==> config.mk <==
export PLATFORM = sky130hd
export DESIGN_NAME = alien_fire_ctrl
export DESIGN_NICKNAME = d
export VERILOG_FILES = /design/src/rtl/alien_fire_ctrl_pkg.sv /design/src/rtl/alien_fire_ctrl_lfsr16.sv /design/src/rtl/alien_fire_ctrl.sv
export SDC_FILE = /design/constraint.sdc
export NUM_CORES = 1
export LEC_CHECK = 0
export CAP_MARGIN = 20
export CORE_AREA = 2 2 80 82
export DETAILED_ROUTE_END_ITERATION = 8
export DIE_AREA = 0 0 82 84
export PLACE_DENSITY = 0.82
export SKIP_LAST_GASP = 1
export SYNTH_ARGS = -nofsm -noshare
export SYNTH_HDL_FRONTEND = slang
export SYNTH_SLANG_ARGS = --single-unit
==> constraint.sdc <==
create_clock -name pixel_clk -period 3.8 [get_ports pixel_clk]
set_input_delay 0.76 -clock pixel_clk [delete_from_list [all_inputs] [get_ports pixel_clk]]
set_output_delay 0.76 -clock pixel_clk [all_outputs]
set_load 0.005 [all_outputs]
==> src/rtl/alien_fire_ctrl_pkg.sv <==
// Shared types and screen constants for the alien firing controller.
package alien_fire_ctrl_pkg;
    localparam int HRES = 640;
    localparam int VRES = 480;
    localparam logic [15:0] LFSR_TAPS = 16'hB400;

    typedef enum logic [1:0] {FC_COUNT, FC_SEARCH, FC_FIRE, FC_WAIT} fire_state_t;

    // Saturate a 13-bit sum at lim so off-screen spawns pin to the edge instead of wrapping.
    function automatic logic [11:0] clamp12(input logic [12:0] v, input logic [11:0] lim);
        return (v > {1'b0, lim}) ? lim : v[11:0];
    endfunction
endpackage

==> src/rtl/alien_fire_ctrl_lfsr16.sv <==
// 16-bit Galois LFSR that advances only when step is high; reset loads SEED.
module lfsr16
    import alien_fire_ctrl_pkg::*;
#(
    parameter logic [15:0] SEED = 16'hACE1
) (
    input  logic        pixel_clk,
    input  logic        rst_n,
    input  logic        step,
    output logic [15:0] q
);
    logic [15:0] r_q;

    always_ff @(posedge pixel_clk) begin
        if (!rst_n) begin
            r_q <= SEED;
        end else if (step) begin
            r_q <= {1'b0, r_q[15:1]} ^ (r_q[0] ? LFSR_TAPS : 16'h0000);
        end
    end

    assign q = r_q;
endmodule

==> src/rtl/alien_fire_ctrl.sv <==
// Decides when the alien formation shoots and which live column fires.
// Optional build macro ALIEN_FIRE_AIM_EN adds player_x and aims the column search at the player.
module alien_fire_ctrl
    import alien_fire_ctrl_pkg::*;
#(
    parameter int          NUM_ALIENS    = 8,
    parameter int          ALIEN_SPACING = 64,
    parameter int          ALIEN_W       = 32,
    parameter int          ALIEN_H       = 24,
    parameter int          MIN_INTERVAL  = 30,
    parameter logic [7:0]  INTERVAL_MASK = 8'h3F,
    parameter logic [15:0] LFSR_SEED     = 16'hACE1
) (
    input  logic                          pixel_clk,
    input  logic                          rst_n,
    input  logic                          fsync,
    input  logic                          enable,
    input  logic [NUM_ALIENS-1:0]         alive_mask,
    input  logic [11:0]                   form_x,
    input  logic [11:0]                   form_y,
`ifdef ALIEN_FIRE_AIM_EN
    input  logic [11:0]                   player_x,
`endif
    input  logic                          bullet_active,
    output logic                          fire,
    output logic [11:0]                   alien_x,
    output logic [11:0]                   alien_y,
    output logic [$clog2(NUM_ALIENS)-1:0] shooter_idx,
    output fire_state_t                   dbg_state,
    output logic [15:0]                   dbg_lfsr
);
    localparam int IW    = $clog2(NUM_ALIENS);
    localparam int SP_SH = $clog2(ALIEN_SPACING);

    fire_state_t   r_state;
    logic [8:0]    r_countdown;
    logic [IW-1:0] r_idx;
    logic          r_wait_fsync;
    logic          r_fire;
    logic [11:0]   r_alien_x;
    logic [11:0]   r_alien_y;
    logic [IW-1:0] r_shooter_idx;

    logic [15:0]   w_lfsr;
    logic [IW-1:0] w_start_idx;
    logic [8:0]    w_reload;
    logic [12:0]   w_x13;
    logic [12:0]   w_y13;

    lfsr16 #(.SEED(LFSR_SEED)) u_lfsr (
        .pixel_clk (pixel_clk),
        .rst_n     (rst_n),
        .step      (fsync),
        .q         (w_lfsr)
    );

`ifdef ALIEN_FIRE_AIM_EN
    logic [11:0] w_rel;
    logic [11:0] w_col;

    // Column under the player, saturated to the formation's extent on either side.
    always_comb begin
        w_rel = player_x - form_x;
        w_col = w_rel >> SP_SH;
        if (player_x < form_x) begin
            w_start_idx = '0;
        end else if (w_col > 12'(NUM_ALIENS - 1)) begin
            w_start_idx = IW'(NUM_ALIENS - 1);
        end else begin
            w_start_idx = w_col[IW-1:0];
        end
    end
`else
    assign w_start_idx = w_lfsr[IW-1:0];
`endif

    assign w_reload = 9'(MIN_INTERVAL) + {1'b0, w_lfsr[7:0] & INTERVAL_MASK};
    assign w_x13    = {1'b0, form_x} + (13'(r_idx) << SP_SH) + 13'(ALIEN_W / 2);
    assign w_y13    = {1'b0, form_y} + 13'(ALIEN_H);

    // The hit cycle registers fire and the spawn point together, so FIRE is the pulse cycle.
    always_ff @(posedge pixel_clk) begin
        if (!rst_n) begin
            r_state       <= FC_COUNT;
            r_countdown   <= 9'(MIN_INTERVAL);
            r_idx         <= '0;
            r_wait_fsync  <= 1'b0;
            r_fire        <= 1'b0;
            r_alien_x     <= '0;
            r_alien_y     <= '0;
            r_shooter_idx <= '0;
        end else if (!enable) begin
            r_state <= FC_COUNT;
            r_fire  <= 1'b0;
        end else begin
            case (r_state)
                FC_COUNT: begin
                    if (fsync && r_countdown != 9'd0) begin
                        r_countdown <= r_countdown - 9'd1;
                    end else if (r_countdown == 9'd0 && !bullet_active && alive_mask != '0) begin
                        r_idx   <= w_start_idx;
                        r_state <= FC_SEARCH;
                    end
                end
                FC_SEARCH: begin
                    if (alive_mask == '0) begin
                        r_countdown <= w_reload;
                        r_state     <= FC_COUNT;
                    end else if (alive_mask[r_idx]) begin
                        r_fire        <= 1'b1;
                        r_alien_x     <= clamp12(w_x13, 12'(HRES - 1));
                        r_alien_y     <= clamp12(w_y13, 12'(VRES - 1));
                        r_shooter_idx <= r_idx;
                        r_state       <= FC_FIRE;
                    end else begin
                        r_idx <= (r_idx == IW'(NUM_ALIENS - 1)) ? '0 : r_idx + IW'(1);
                    end
                end
                FC_FIRE: begin
                    r_fire       <= 1'b0;
                    r_wait_fsync <= 1'b0;
                    r_state      <= FC_WAIT;
                end
                FC_WAIT: begin
                    if (bullet_active || (fsync && r_wait_fsync)) begin
                        r_countdown <= w_reload;
                        r_state     <= FC_COUNT;
                    end else if (fsync) begin
                        r_wait_fsync <= 1'b1;
                    end
                end
                default: r_state <= FC_COUNT;
            endcase
        end
    end

    assign fire        = r_fire;
    assign alien_x     = r_alien_x;
    assign alien_y     = r_alien_y;
    assign shooter_idx = r_shooter_idx;
    assign dbg_state   = r_state;
    assign dbg_lfsr    = w_lfsr;
endmodule

# Word-level counts from Yosys, hierarchy flattened
# Cells that the tools add are included.
# W data, S select, Z words.
dict set report word_totals {
  regBits 59
  input_bits 37
  output_inout_bits 46
  elab_cells 84
}
dict set report op_classes {
  n_addsub 6
  magnitude_cmp 3
  eq_ne 15
  n_mux 27
  n_bitwise 2
  reduce_logical 22
}
# op count
set op_table {}
lappend op_table {{$mux W9} 3}
lappend op_table {{$pmux W9 S3} 1}
lappend op_table {{$mux W12} 2}
lappend op_table {{$ne A2 B2 Y1 const B} 10}
lappend op_table {{$mux W16} 1}
lappend op_table {{$xor A15 B16 Y16} 1}
lappend op_table {{$mux W3} 5}
lappend op_table {{$add A12 B5 Y13 const B} 1}
lappend op_table {{$add A12 B9 Y13} 1}
lappend op_table {{$add A13 B5 Y13 const B} 1}
lappend op_table {{$gt A13 B10 Y1 const B} 1}
lappend op_table {{$gt A13 B9 Y1 const B} 1}
lappend op_table {{$reduce_and A4 Y1} 3}
lappend op_table {{$mux W2} 5}
lappend op_table {{$logic_not A9 Y1} 1}
lappend op_table {{$reduce_bool A9 Y1} 1}
lappend op_table {{$sub A9 B1 Y9 const B} 1}
lappend op_table {{$logic_not A8 Y1} 1}
lappend op_table {{$pmux W2 S4} 1}
lappend op_table {{$reduce_bool A8 Y1} 1}
lappend op_table {{$add A5 B6 Y7 const A} 1}
lappend op_table {{$pmux W3 S2} 1}
lappend op_table {{$reduce_and A6 Y1} 1}
lappend op_table {{$reduce_bool A2 Y1} 3}
lappend op_table {{other kinds (18)} 27}

# Longest topological paths before layout
dict set report logic_depth {
  depth_word 6
  depth_mapped 9
  ltp_nobuf 8
}

# By module
# Synthesis repeated with hierarchy kept, for this count alone.
dict set report hier_totals {
  cells_unflattened 345
  hier_area_um2 3143.0
}
# mod instances cells_each area_each_um2 seq_area_each_um2
set by_module_without_submodules {}
lappend by_module_without_submodules {alien_fire_ctrl 1 289 2511.2 860.8}
lappend by_module_without_submodules {lfsr16 1 56 631.9 320.3}

# Worst setup path before layout
# OpenSTA, ideal clock, no wires.
dict set report synth_timing {
  kind {input to register}
  start {input port alive_mask[6]}
  end {register r_alien_x[7] (netlist: alien_x[7])}
  setup_time_ns 0.117
  t_arrival_ns 2.289
  t_required_ns 3.683
  slack_ns 1.394
  path_stages 7
  n_path_buf 1
  path_cell_list {mux4_1 mux2_2 nor3b_4 and2_4 buf_6 and3_1 a32o_1}
}
dict set report synth_via {
  elab_chain_len 3
  elab_cells_between_ends 5
  cone_classes {mux: 2; bitwise: 1; reduce/logical: 2}
}
# item line_no
set synth_rtl {}
lappend synth_rtl {{start, declared} alien_fire_ctrl.sv:18} ;# input logic [NUM_ALIENS-1:0] alive_mask,
lappend synth_rtl {{$bmux W1 S3 / $logic_not A8 Y1 (equally long branches)} {alien_fire_ctrl.sv:109, alien_fire_ctrl.sv:106}}
lappend synth_rtl {{$mux W1 (implied by the code) / $not A1 Y1 (equally long branches)} n/a}
lappend synth_rtl {{$reduce_and A4 Y1 (no line) (*)} n/a}
lappend synth_rtl {{end signal, assigned} alien_fire_ctrl.sv:111} ;# r_alien_x <= clamp12(w_x13, 12'(HRES - 1));
lappend synth_rtl {{end, declared} alien_fire_ctrl.sv:40} ;# logic [11:0] r_alien_x;
# Mark *: on every way between the ends. The rest lies on a longest branch, timed or not. The select of a mux whose other input is x is not followed.
# A chain may end at the register's enable or synchronous reset.

# Worst setup path after layout
dict set report layout_timing {
  start {input port form_y[3]}
  end {register r_alien_y[3] (netlist: alien_y[3])}
}
dict set report layout_via {
  elab_chain_len 3
}
# item line_no
set layout_rtl {}
lappend layout_rtl {{start, declared} alien_fire_ctrl.sv:20} ;# input logic [11:0] form_y,
lappend layout_rtl {{$add A12 B5 Y13 (*)} alien_fire_ctrl.sv:79} ;# assign w_y13 = {1'b0, form_y} + 13'(ALIEN_H);
lappend layout_rtl {{$gt A13 B9 Y1} alien_fire_ctrl_pkg.sv:11} ;# return (v > {1'b0, lim}) ? lim : v[11:0];
lappend layout_rtl {{$mux W12 (*)} alien_fire_ctrl_pkg.sv:11}
lappend layout_rtl {{end signal, assigned} alien_fire_ctrl.sv:112} ;# r_alien_y <= clamp12(w_y13, 12'(VRES - 1));
lappend layout_rtl {{end, declared} alien_fire_ctrl.sv:41} ;# logic [11:0] r_alien_y;
# Mark *: on every way between the ends. The rest lies on a longest branch, timed or not.

==> reports/results.tsv <==
stage	metric	value	unit
setup_path	WS Path Type	primary input to register	
clocking	clk root buf	clkbuf_8	
drt	routed len/inst	15.25	um
hold_path	HP Class	register to register	
finish	Layout Utilization	65.93	%
global_route	global-route usage over all layers	22.97	%
logic_synthesis	sequential area share after synthesis	40.02	%
sta	max_slew headroom	45.74	%
floorplan	starting density of the core	48.42	%
sta	crit path time final	2849	ps
logic_synthesis	mux cell area share after synthesis	7.588	%
finish	Area Overhead vs Synth	36.16	%
drt	DR vias	2780	
place	GPL Wtd Cong	0.8059	
floorplan	boundary pin count	83	
floorplan	Rows	29	
drt	WL final	7.503	mm
logic_synthesis	cell area after synthesis	2952	um^2
setup_path	critical path endpoint category	register	
drt	drt via density	5.650	
global_route	largest net degree at the start of global routing	44	
place	Final HPWL DP	5.202	mm
clocking	clock slew at reported path FFs	60	ps
floorplan	Die X	82	um
sta	Max Clk Rate	351.0	MHz
global_route	vias in the first global route	2643	
drt	DRT antenna net count	0	
setup_path	Worst EP required	4020	ps
floorplan	die area	6888	um^2
setup_path	r2r setup slk	1370	ps
sta	fin. max-slew vios	0	
setup_path	Worst Setup SP	form_y[3]	
sta	# setup viols final	0	
sta	crit share post-route	74.98	%
setup_path	Worst R2R Path Depth	5	
power	worst vdd ir	237.8	uV
logic_synthesis	commonest cells in the netlist	dfxtp_1 (59), nor2_1 (35), nand2_1 (28), o21ai_0 (20), a21oi_1 (17)	
logic_synthesis	number of synthesized flops with an enable pin	0	
logic_synthesis	Post-Synth XOR/XNOR Area	3.858	%
clocking	clk sink count	59	
global_route	GRT overflow	0	
logic_synthesis	Mean Syn Cell Area	8.811	um^2
logic_synthesis	Synth area leaders	dfxtp_1 (40%), mux2i_1 (5.4%), ha_1 (4.7%)	
place	Port Buffers	82	
logic_synthesis	Yosys warning count	0	
logic_synthesis	Synthesized Nets	383	
power	power per cell area	361.6	nW/um^2
logic_synthesis	Async SR Flop Fraction	0	%
global_route	initial antenna violation count	0	
clocking	CTS max path bufs	2	
status	status	finished, final reports clean	
clocking	Post-CTS Repair Setup Buffers	0	
setup_path	Critical Path Source Type	primary input	
logic_synthesis	Yosys cell types	53	
global_route	GR Util met3	5.411	%
floorplan	Core Area	6096	um^2
floorplan	Vert. Die Dim	84	um
power	Tot Pwr	1.453	mW
setup_path	crit-path max FO	6	
clocking	CTS tree	yes	
clocking	worst skew pair latency	330	ps
logic_synthesis	top_reg_cell synth	dfxtp_1	
clocking	Num CTS Buffers	9	
power	Leak Pwr	1.566	nW
finish	Layout Nets	458	
logic_synthesis	cell with the most instances after synthesis	dfxtp_1	
sta	setup TNS	0	ps
global_route	first-pass GRT wire length	12.43	mm
drt	Residual DRC	0	
clocking	Post-CTS Hold Buffers	0	
setup_path	CP Data Arrival Time	3060	ps
finish	fin area	4019	um^2
logic_synthesis	adder-cell share of the synthesized area	4.663	%
finish	layout cell share with drive strength beyond 1	6.506	%
logic_synthesis	largest family of logic cells by synthesized area	simple AND/OR/NAND/NOR gates	
place	placed inst area	3792	um^2
sta	Fin. Hold Viols	0	
sta	Worst Skew	5.850	ps
drt	DRT Pass-1 Iters	4	
logic_synthesis	Synth Register Bits	59	
clocking	CTS resizes	0	
global_route	met2 Track Usage GR	37.10	%
global_route	grt peak-use layer	met2	
finish	n_diodes	0	
logic_synthesis	Synth Area in Simple Gates	19.67	%
run	max_cap viols	0	
setup_path	Reg2Reg Capture Point	alien_y[3]	
logic_synthesis	area leader, netlist	dfxtp_1	
clocking	H-tree level count	3	
drt	initial DRC count	95	
global_route	met1 usage	28.97	%
logic_synthesis	Synth Area in Compound Gates	19.33	%
sta	unrepaired setup endpoints after global routing	false	
logic_synthesis	Cells after Synth	335	
logic_synthesis	top-area cell type share of the netlist area	40.02	%
setup_path	last element of the critical path	alien_y[3]	
setup_path	reg-to-reg startpoint	dbg_state[0]	
sta	worst-margin pin slew	813.0	ps
## power breakdown
part | switching (mW) | internal (mW) | total [mW] | leakage (nW)
sequential | 0.0148 | 0.632 | 0.647 | 0.479
combinational | 0.0727 | 0.0890 | 0.162 | 0.968
clock | 0.243 | 0.402 | 0.645 | 0.119
total | 0.331 | 1.12 | 1.45 | 1.57
## cells in the final DEF (no fill, tap or decap), types with 3 or more instances in the layout
master	netlist	layout
a21oi_1	17	17
o211ai_1	3	3
xor2_1	4	4
dfxtp_1	59	59
nand2_1	28	28
ha_1	11	11
nor3_1	6	6
a31oi_1	5	5
clkdlybuf4s50_1	0	82
and3_1	11	11
clkbuf_8	0	11
nor4_1	3	3
inv_1	14	14
nand4_1	3	3
nand3b_1	3	3
clkinv_2	0	3
o31ai_1	7	7
mux2i_1	16	16
o21ai_0	20	20
a311oi_1	3	3
a211oi_1	5	5
nor2_1	35	35
nand3_1	11	11
o221a_1	5	5
xnor2_1	9	9
## stage by stage
step                setup slack [ps]  std cells  hold WS (ps)
detailed placement             636.5        476         447.9
finish                         950.9        492         453.8
floorplan                       1394        335         452.7
CTS                            938.0        492         456.3
global placement               751.6        476         442.5
global route                   737.8        492         485.9
## critical path, stage by stage
cell	delay, ps
clkdlybuf4s50_1	470
inv_1	70
ha_1	220
nand3b_1	200
nor2b_1	150
nand3_1	80
a211oi_1	550
o211ai_2	270
o221a_1	280
## worst min path at each step
stage / from / end / slack [ps] / cells after the start
6_report: shooter_idx[0] / shooter_idx[0] / 450 / 2
5_1_grt: shooter_idx[1] / shooter_idx[1] / 490 / 2
4_1_cts: shooter_idx[0] / shooter_idx[0] / 460 / 2
3_5_place_dp: shooter_idx[0] / shooter_idx[0] / 450 / 2
3_3_place_gp: shooter_idx[0] / shooter_idx[0] / 440 / 2
2_1_floorplan: shooter_idx[0] / shooter_idx[0] / 450 / 2
## final cells by class
| cell class | count | area (um^2) |
|---|---|---|
| timing repair buffer | 84 | 835.8 |
| clock buffer | 11 | 151.4 |
| sequential | 59 | 1181 |
| tap | 77 | 96.34 |
| inverter | 14 | 52.55 |
| clock inverter | 5 | 75.07 |
| multi-input combinational | 242 | 1627 |
| fill | 509 | 2077 |
## routing by layer
metal	wire [um]	part of all wire, %	vias to the layer above
met5	0	0	-
met4	109	1.5	0
met3	469	6.3	11
met2	3556	47	90
met1	3367	45	1306
li1	-	-	1373
## cell families after synthesis
logic type	count (synthesis)
buffers and inverters	34
multiplexers	19
adder cells (fa/ha/maj)	11
AND/OR/NAND/NOR	116
flip-flops	59
XOR/XNOR	13
AO/OA/AOI/OAI	83
## registers in the layout (all words and copies together), names as in the netlist, named ones only
name and cells:
alien_x 12, shooter_idx 3, fire 1, alien_y 12
u_lfsr.q 16, dbg_state 1, r_wait_fsync 1, r_countdown 9
r_idx 3
(Power assumes the default switching activity.)
